**src/rtl/ofdm_rx_pkg.sv**
```systemverilog
// Shared definitions for the OFDM RX symbol framer: FSM state codes,
// derived symbol geometry and counter-width helpers.
package ofdm_rx_pkg;

  typedef logic [1:0] state_t;

  localparam state_t ST_IDLE    = 2'd0;
  localparam state_t ST_CP      = 2'd1;
  localparam state_t ST_PAYLOAD = 2'd2;
  localparam state_t ST_DONE    = 2'd3;

  // Cyclic-prefix length in input samples.
  function automatic int cp_len(input int sym_len, input int raw_len);
    return sym_len - raw_len;
  endfunction

  // Decimated payload samples emitted per symbol.
  function automatic int out_per_sym(input int raw_len, input int osr);
    return raw_len / osr;
  endfunction

  // Bits needed to count 0..n-1, never narrower than one bit.
  function automatic int cnt_w(input int n);
    return (n <= 2) ? 1 : $clog2(n);
  endfunction

endpackage

```
**src/rtl/ofdm_rx_decim_phase.sv**
```systemverilog
// Decimation phase tracker: holds the latched phase and the running
// phase counter, and flags which payload sample is to be forwarded.
// The compare uses the incoming phase on the load cycle so that a symbol
// with no cyclic prefix can forward its very first sample.
module ofdm_rx_decim_phase
  import ofdm_rx_pkg::*;
#(
  parameter  int OSR = 4,
  localparam int PW  = cnt_w(OSR)
) (
  input  logic          sys_clk,
  input  logic          i_clr,
  input  logic          i_load,
  input  logic [PW-1:0] i_phase,
  input  logic          i_restart,
  input  logic          i_adv,
  output logic          o_fwd
);

  localparam logic [PW-1:0] C_PH_LAST = PW'(OSR - 1);

  logic [PW-1:0] r_ph;
  logic [PW-1:0] r_phase;
  logic [PW-1:0] w_ph;
  logic [PW-1:0] w_phase;
  logic [PW-1:0] w_ph_nxt;

  // Effective counter/phase for the current sample, including a load in flight.
  always_comb begin
    w_ph     = i_load ? '0 : r_ph;
    w_phase  = i_load ? i_phase : r_phase;
    w_ph_nxt = (w_ph == C_PH_LAST) ? '0 : w_ph + 1'b1;
    o_fwd    = (w_ph == w_phase);
  end

  // Phase latch and wrapping phase counter.
  always_ff @(posedge sys_clk) begin
    if (i_clr) begin
      r_ph    <= '0;
      r_phase <= '0;
    end else begin
      if (i_load) r_phase <= i_phase;
      if (i_adv)                      r_ph <= w_ph_nxt;
      else if (i_load || i_restart)   r_ph <= '0;
    end
  end

endmodule

```
**src/rtl/ofdm_rx_symbol_framer.sv**
```systemverilog
// OFDM RX symbol framer: strips the cyclic prefix, decimates the payload
// by OSR at a selectable phase and frames SEQUENCE_LENGTH contiguous
// symbols into one sequence, pulsing seq_done at the end.
// Optional macro OFDM_FRAMER_REALIGN_EN: a strobe during CP/PAYLOAD
// restarts the current symbol and adds the realign_pulse output.
module ofdm_rx_symbol_framer
  import ofdm_rx_pkg::*;
#(
  parameter  int SAMPLE_BIT_WIDTH  = 12,
  parameter  int SYMBOL_LENGTH     = 320,
  parameter  int RAW_SYMBOL_LENGTH = 256,
  parameter  int OSR               = 4,
  parameter  int SEQUENCE_LENGTH   = 20,
  localparam int PW                = cnt_w(OSR),
  localparam int QW                = cnt_w(SEQUENCE_LENGTH)
) (
  input  logic                        sys_clk,
  input  logic                        sys_rst,
  input  logic                        sys_init,
  input  logic [SAMPLE_BIT_WIDTH-1:0] rx_data_i,
  input  logic [SAMPLE_BIT_WIDTH-1:0] rx_data_q,
  input  logic                        rx_data_valid,
  input  logic                        align_strobe,
  input  logic [PW-1:0]               phase_sel,
  output logic [SAMPLE_BIT_WIDTH-1:0] sym_data_i,
  output logic [SAMPLE_BIT_WIDTH-1:0] sym_data_q,
  output logic                        sym_data_valid,
  output logic                        sym_data_start,
  output logic [QW-1:0]               sym_index,
`ifdef OFDM_FRAMER_REALIGN_EN
  output logic                        realign_pulse,
`endif
  output logic                        seq_done
);

  localparam int SW     = cnt_w(SYMBOL_LENGTH);
  localparam int CP_LEN = cp_len(SYMBOL_LENGTH, RAW_SYMBOL_LENGTH);

  localparam logic [SW-1:0] C_CP_LAST  = SW'(CP_LEN - 1);
  localparam logic [SW-1:0] C_SYM_LAST = SW'(SYMBOL_LENGTH - 1);
  localparam logic [QW-1:0] C_SEQ_LAST = QW'(SEQUENCE_LENGTH - 1);
  localparam bit            C_CP_NONE  = (CP_LEN == 0);
  localparam bit            C_CP_SHORT = (CP_LEN <= 1);

  state_t                      r_state;
  logic [SW-1:0]               r_smp;
  logic [QW-1:0]               r_sym;
  logic [SAMPLE_BIT_WIDTH-1:0] r_di;
  logic [SAMPLE_BIT_WIDTH-1:0] r_dq;
  logic                        r_valid;
  logic                        r_start;
  logic [QW-1:0]               r_idx;
  logic                        r_seq_done;

  logic          w_clr;
  logic          w_in_run;
  logic          w_realign;
  logic          w_start_acc;
  logic          w_pay_smp;
  logic          w_cp_done;
  logic          w_fwd_en;
  logic          w_fwd;
  logic [SW-1:0] w_smp_cur;

  // Qualify the current input sample against the FSM state.
  always_comb begin
    w_clr     = sys_rst | sys_init;
    w_in_run  = (r_state == ST_CP) || (r_state == ST_PAYLOAD);
`ifdef OFDM_FRAMER_REALIGN_EN
    w_realign = rx_data_valid & align_strobe & w_in_run;
`else
    w_realign = 1'b0;
`endif
    w_start_acc = (rx_data_valid & align_strobe & (r_state == ST_IDLE)) | w_realign;
    // A restarted symbol's index-0 sample is payload only when there is no CP.
    w_pay_smp   = rx_data_valid & (w_start_acc ? C_CP_NONE : (r_state == ST_PAYLOAD));
    w_cp_done   = rx_data_valid & ~w_start_acc & (r_state == ST_CP) & (r_smp == C_CP_LAST);
    w_smp_cur   = w_start_acc ? '0 : r_smp;
    w_fwd       = w_pay_smp & w_fwd_en;
  end

  ofdm_rx_decim_phase #(.OSR(OSR)) u_phase (
    .sys_clk   (sys_clk),
    .i_clr     (w_clr),
    .i_load    (w_start_acc),
    .i_phase   (phase_sel),
    .i_restart (w_cp_done),
    .i_adv     (w_pay_smp),
    .o_fwd     (w_fwd_en)
  );

  // Symbol/sequence FSM with sample and symbol counters.
  always_ff @(posedge sys_clk) begin
    if (w_clr) begin
      r_state    <= ST_IDLE;
      r_smp      <= '0;
      r_sym      <= '0;
      r_seq_done <= 1'b0;
    end else begin
      r_seq_done <= 1'b0;
      if (r_state == ST_DONE) begin
        r_state <= ST_IDLE;
        r_sym   <= '0;
      end else if (w_start_acc) begin
        r_smp   <= SW'(1);
        r_state <= C_CP_SHORT ? ST_PAYLOAD : ST_CP;
      end else if (rx_data_valid && w_in_run) begin
        if (r_state == ST_CP) begin
          r_smp <= r_smp + 1'b1;
          if (r_smp == C_CP_LAST) r_state <= ST_PAYLOAD;
        end else if (r_smp == C_SYM_LAST) begin
          r_smp <= '0;
          if (r_sym == C_SEQ_LAST) begin
            r_state    <= ST_DONE;
            r_seq_done <= 1'b1;
          end else begin
            r_sym   <= r_sym + 1'b1;
            r_state <= C_CP_NONE ? ST_PAYLOAD : ST_CP;
          end
        end else begin
          r_smp <= r_smp + 1'b1;
        end
      end
    end
  end

  // Registered output stage; data and index hold between forwarded samples.
  always_ff @(posedge sys_clk) begin
    if (w_clr) begin
      r_di    <= '0;
      r_dq    <= '0;
      r_valid <= 1'b0;
      r_start <= 1'b0;
      r_idx   <= '0;
    end else begin
      r_valid <= w_fwd;
      r_start <= w_fwd & (int'(w_smp_cur) < CP_LEN + OSR);
      if (w_fwd) begin
        r_di  <= rx_data_i;
        r_dq  <= rx_data_q;
        r_idx <= r_sym;
      end
    end
  end

`ifdef OFDM_FRAMER_REALIGN_EN
  logic r_realign_pulse;

  // One-cycle flag after each accepted realignment.
  always_ff @(posedge sys_clk) begin
    if (w_clr) r_realign_pulse <= 1'b0;
    else       r_realign_pulse <= w_realign;
  end

  assign realign_pulse = r_realign_pulse;
`endif

  assign sym_data_i     = r_di;
  assign sym_data_q     = r_dq;
  assign sym_data_valid = r_valid;
  assign sym_data_start = r_start;
  assign sym_index      = r_idx;
  assign seq_done       = r_seq_done;

endmodule

```
**config.mk**
```make
export PLATFORM = sky130hd
export DESIGN_NAME = ofdm_rx_symbol_framer
export DESIGN_NICKNAME = d
export VERILOG_FILES = /design/src/rtl/ofdm_rx_pkg.sv /design/src/rtl/ofdm_rx_decim_phase.sv /design/src/rtl/ofdm_rx_symbol_framer.sv
export SDC_FILE = /design/constraint.sdc
export NUM_CORES = 1
export LEC_CHECK = 0
export ABC_CLOCK_PERIOD_IN_PS = 2700
export BUFFER_PORTS_ARGS = -buffer_cell sky130_fd_sc_hd__buf_2
export CORE_MARGIN = 10
export CORE_UTILIZATION = 52
export DETAILED_ROUTE_END_ITERATION = 16
export PLACE_DENSITY_LB_ADDON = 0.25
export SYNTH_ARGS = -nofsm -noshare
export SYNTH_HDL_FRONTEND = slang
export SYNTH_SLANG_ARGS = --single-unit
```
**constraint.sdc**
```tcl
create_clock -name sys_clk -period 2.7 [get_ports sys_clk]
set_input_delay 0 -clock sys_clk [delete_from_list [all_inputs] [get_ports sys_clk]]
set_output_delay 0 -clock sys_clk [all_outputs]
set_load 0.05 [all_outputs]
```
After elaboration in Yosys (flattened, before gate mapping)

Cells that the tools add are included.

Bits in registers: 52
Bits of input ports: 31
Output and inout port bits: 32
Word-level logic and storage cells: 74

Muxes and demuxes: 18
Eq/ne operators: 10
Add/subtract/negate cells: 3
Order comparisons: 1
Bitwise operators: 15
Reduce and logical (&&, ||, !) cells: 15

Operator list:

| kind                  | number |
|---|---|
| $mux W9               | 5 |
| $mux W2               | 9 |
| $add A9 B1 Y9 const B | 1 |
| $eq A9 B6 Y1 const B  | 1 |
| $eq A9 B9 Y1 const B  | 1 |
| $lt A9 B7 Y1 const B  | 1 |
| $and A1 B1 Y1         | 8 |
| $eq A2 B2 Y1 const B  | 3 |
| $not A1 Y1            | 6 |
| $reduce_and A3 Y1     | 2 |
| $reduce_bool A2 Y1    | 3 |
| $reduce_or A6 Y1      | 1 |
| $add A5 B1 Y5 const B | 1 |
| $eq A5 B5 Y1 const B  | 1 |
| $reduce_and A5 Y1     | 1 |
| $mux W1               | 4 |
| $ne A3 B1 Y1 const B  | 1 |
| $reduce_bool A3 Y1    | 1 |
| $reduce_or A3 Y1      | 1 |
| $add A2 B1 Y2 const B | 1 |
| $eq A2 B1 Y1 const B  | 1 |
| $eq A2 B2 Y1          | 1 |
| $logic_not A2 Y1      | 1 |
| $logic_or A1 B1 Y1    | 2 |
| 5 further kinds       | 5 |

Logic depth before layout (Yosys ltp)

Depth after elaboration: 9
Gate-level depth with buffers: 9

Hierarchy

A second synthesis with hierarchy kept.

Cells, all modules: 275
Area, all modules: 2249.7 µm²

By module, submodules not included:

| module                | area an instance (µm²) | cells each | seq. area each (µm²) | times used |
|---|---|---|---|---|
| ofdm_rx_symbol_framer | 2052.0                 | 253        | 960.9                | 1 |
| ofdm_rx_decim_phase   | 197.7                  | 22         | 80.1                 | 1 |

Worst setup path before layout

OpenSTA, ideal clock, no wires.

Path kind: reg-to-reg
Start: register r_state[0]
End: register r_di[10] (netlist: sym_data_i[10])
Setup time: 0.132 ns
Period minus slack after synthesis: 1.883 ns
Required time: 2.568 ns
Arrival: 1.751 ns
Cell stages (with the launch flop): 10
Slack: 0.817 ns
Cell sequence: dfxtp_1 -> inv_1 -> ha_1 -> and3_1 -> buf_2 -> a221o_1 -> buf_2 -> buf_6 -> o21ai_1 -> a21oi_1

Word-level cells in the longest chain between the ends: 5
Elaborated cells between the ends (all ways): 9

RTL lines:

| what                                          | line                                                   | source |
|---|---|---|
| from (decl)                                   | ofdm_rx_symbol_framer.sv:45                            | `state_t r_state;` |
| from (signal assigned)                        | ofdm_rx_symbol_framer.sv:106                           | `r_state <= C_CP_SHORT ? ST_PAYLOAD : ST_CP;` |
| from (signal assigned)                        | ofdm_rx_symbol_framer.sv:118                           | `r_state <= C_CP_NONE ? ST_PAYLOAD : ST_CP;` |
| $logic_not A2 Y1                              | ofdm_rx_symbol_framer.sv:74                            | `w_start_acc = (rx_data_valid & align_strobe & (r_state == ST_IDLE)) \| w_realign;` |
| $and A1 B1 Y1                                 | ofdm_rx_symbol_framer.sv:74                            |  |
| $mux W2, or another cell as far along         | ofdm_rx_decim_phase.sv:30                              | `w_ph = i_load ? '0 : r_ph;` |
| $eq A2 B2 Y1 or $and A1 B1 Y1 (tied branches) | ofdm_rx_decim_phase.sv:33, ofdm_rx_symbol_framer.sv:76 |  |
| $and A1 B1 Y1 (*)                             | ofdm_rx_symbol_framer.sv:79                            | `w_fwd = w_pay_smp & w_fwd_en;` |
| to (signal assigned)                          | ofdm_rx_symbol_framer.sv:139                           | `r_di <= rx_data_i;` |
| to (decl)                                     | ofdm_rx_symbol_framer.sv:48                            | `logic [SAMPLE_BIT_WIDTH-1:0] r_di;` |

Every way passes the cells marked *; elsewhere a longest branch is shown, timed or not.
A chain may end at the register's enable or synchronous reset.

Final worst setup path

Start: register r_state[1]
End: register r_idx[0] (netlist: sym_index[0])

Word-level cells in the longest chain between the ends: 5
Elaborated cells between the ends (all ways): 9

RTL lines:

| what                                          | line                                                   | source |
|---|---|---|
| $logic_not A2 Y1                              | ofdm_rx_symbol_framer.sv:74                            |  |
| $and A1 B1 Y1                                 | ofdm_rx_symbol_framer.sv:74                            |  |
| $mux W2, or another cell as far along         | ofdm_rx_decim_phase.sv:30                              |  |
| $eq A2 B2 Y1 or $and A1 B1 Y1 (tied branches) | ofdm_rx_decim_phase.sv:33, ofdm_rx_symbol_framer.sv:76 |  |
| $and A1 B1 Y1 (*)                             | ofdm_rx_symbol_framer.sv:79                            |  |
| to (signal assigned)                          | ofdm_rx_symbol_framer.sv:141                           | `r_idx <= r_sym;` |
| to (decl)                                     | ofdm_rx_symbol_framer.sv:52                            | `logic [QW-1:0] r_idx;` |

Marked as above.

==> results.json <==
{
  "antenna_found_initial": 0,
  "synthTopCellsByCount": "52 x dfxtp_1, 39 x a21oi_1, 32 x nand3_1, 23 x o21ai_0, 17 x nand2_1",
  "holdWs_ns": 0.06952,
  "dpl_cell_area_mm2": 0.002668,
  "wl_mm": 6.287,
  "worst_pin_slew_ns": 1.185,
  "endpoint_kind": "flop",
  "gp_congestion": 0.9120,
  "synthCells": 282,
  "reg2reg_depth": 6,
  "drt_iter0_markers": 169,
  "nets": 397,
  "cpLargestDelayFamily": "compound AO/OA/AOI/OAI gates",
  "cts_made_buffers": 5,
  "num_rows": 24,
  "drc_errors": 0,
  "worstSkewPairLatency_ns": 0.30,
  "vias_per_cell": 5.694,
  "dieArea_mm2": 0.007719,
  "period_needed_ns": 2.249,
  "synth_cell_types": 48,
  "hold_violations": 0,
  "hp-class": "in -> reg",
  "routedWlPerCell_um": 15.26,
  "cp_max_fo": 29,
  "required_ns": 2.93,
  "r2r_end": "sym_index[0]",
  "slowest_delay_ns": 0.80,
  "synth_ff_type": "dfxtp_1",
  "rsz0062_at_grt": "false",
  "syn_avg_cell_area_um2": 8.492,
  "post_cts.repair.setup_buffers": 0,
  "dr.pass1.iters": 4,
  "drive_gt1_frac": 0.2167,
  "power_density_mw_per_mm2": 437.9,
  "fillers": 351,
  "whs_endpoint": "u_phase.r_ph[1]",
  "yosysTopAreaCell": "dfxtp_1",
  "vias": 2346,
  "synth_seq_cells": 52,
  "grtUsageTotal": 0.1617,
  "relSlewSlack": 0.2096,
  "ios": 63,
  "fp.dieW_um": 87.86,
  "grt_overflow": 0,
  "fmax_ghz": 0.4447,
  "irDropWorstVdd_mv": 0.3522,
  "worstSetupPathType": "reg -> reg",
  "clock_sinks": 52,
  "drv_slew": 0,
  "crit_arrival_ns": 2.48,
  "period_share": 0.8328,
  "setup.worst_path.start_class": "flop",
  "antenna_left": 0,
  "worstHoldStart": "rx_data_valid",
  "start_util": 0.5425,
  "finClkSkew_ns": 0.007772,
  "die_y_um": 87.86,
  "num_antenna_cells": 0,
  "min_path_cells": 3,
  "fin_area_mm2": 0.003042,
  "leakage_nw": 1.165,
  "synth.net_count": 320,
  "clk_pin_slew_worst_paths_ns": 0.09,
  "yosys-top-cells-area": "dfxtp_1 43%, a21oi_1 8.2%, nand3_1 6.7%",
  "synth_top_area_frac": 0.4347,
  "drv_cap": 0,
  "r2r_slack_ns": 0.45,
  "syn2layout_area_growth_pct": 27.01,
  "tritoncts": "built",
  "cts_resized": 0,
  "cp_slowest_cell": "a221o_1",
  "hpwl_mm": 4.175,
  "r2r_start": "r_state[1]",
  "synth_edf_count": 0,
  "clockBufferDepth": 2,
  "yosysMostFrequentCell": "dfxtp_1",
  "cts-hold-fix-buffers": 28,
  "core_mm2": 0.004414,
  "status": "complete, no violations",
  "cts_root_buffer": "clkbuf_8",
  "path_cells": "inv_1, ha_1, and3_1, a221o_1, o21ai_0, a21oi_1",
  "synth-async-reset-ratio": 0,
  "port_buffers": 62,
  "ys_seq_area_frac": 0.4347,
  "yosys_warnings": 0,
  "setup_viol_count_final": 0,
  "first_global_vias": 2253,
  "critPathBufInv": 1,
  "setup-tns-final_ns": 0,
  "syn_area_mm2": 0.002395,
  "htreeDepth": 2,
  "grt_pass1_wl_mm": 10.42,
  "grt_max_degree": 38
}
## flip-flops by register name (all words and copies together) (netlist names)
name	cells
sym_data_i	12
sym_data_q	12
r_smp	9
r_sym	5
sym_index	5
r_state	2
u_phase.r_ph	2
u_phase.r_phase	2
seq_done	1
sym_data_start	1
sym_data_valid	1
## power by group
group | switching, mW | internal [mW]
logic | 0.0532 | 0.0529
clock network | 0.247 | 0.209
registers | 0.00164 | 0.768
## worst max-delay path by stage
stage,cells past startpoint,to,start
after floorplan,9,sym_data_i[10],r_state[0]
after global placement,6,sym_index[1],r_state[0]
after detailed placement,6,sym_data_q[7],r_state[1]
after CTS,6,sym_index[0],r_state[1]
after global routing,6,sym_data_i[0],r_state[0]
final,6,sym_index[0],r_state[1]
## stage by stage
| step | worst slack, ns | util | cells | total power [mW] |
|---|---|---|---|---|
| after floorplan | 0.8169 | - | 282 | 0.8302 |
| after CTS | 0.4170 | 0.6891 | 412 | 1.342 |
| after global routing | 0.1346 | 0.6891 | 412 | 1.391 |
| final | 0.4514 | 0.6891 | 412 | 1.332 |
| after detailed placement | 0.4563 | 0.6043 | 376 | 0.8610 |
| after global placement | 0.5526 | 0.6043 | 376 | 0.8604 |
## cell families (layout without fill, tap and decap cells)
| family | Yosys count | in the layout | synth area share |
|---|---|---|---|
| XOR/XNOR | 8 | 8 | 0.02926 |
| AO/OA/AOI/OAI | 90 | 90 | 0.2126 |
| flip-flops | 52 | 52 | 0.4347 |
| adder cells (fa/ha/maj) | 7 | 7 | 0.03657 |
| buffers and inverters | 25 | 103 | 0.05538 |
| AND/OR/NAND/NOR | 100 | 100 | 0.2315 |
## area by class of cell
cell class	count	area, um^2	area share
Tap cell	52	65.06	0.02139
Clock buffer	7	86.33	0.02838
Clock inverter	1	7.507	0.002468
Sequential cell	52	1041	0.3422
Multi-Input combinational cell	205	1225	0.4027
Inverter	3	11.26	0.003702
Timing Repair Buffer	92	605.6	0.1991
## cell usage in the layout, fill, tap and decap left out, types with 4 or more instances in the layout
master	instances
o21ai_1	10
nand3_1	32
o31ai_1	4
nor4_1	4
xnor2_1	7
nor2_1	14
ha_1	7
buf_2	62
nand2_1	17
dlygate4sd3_1	28
nor3_1	4
dfxtp_1	52
o21ai_0	22
clkbuf_8	6
a21oi_1	39
## layer usage
layer	track usage	up-vias	wire length (um)
met1	0.1954	1083	2708
met4	0.05652	0	163
met3	0.05107	14	464
met5	0	-	0
met2	0.2639	69	2951
li1	-	1180	-
## worst min-delay path, stage by stage
cell	delay (ns)
buf_2	0.15
nand4b_1	0.09
a21boi_0	0.08
Note: power is estimated with default switching activity, not from simulation.
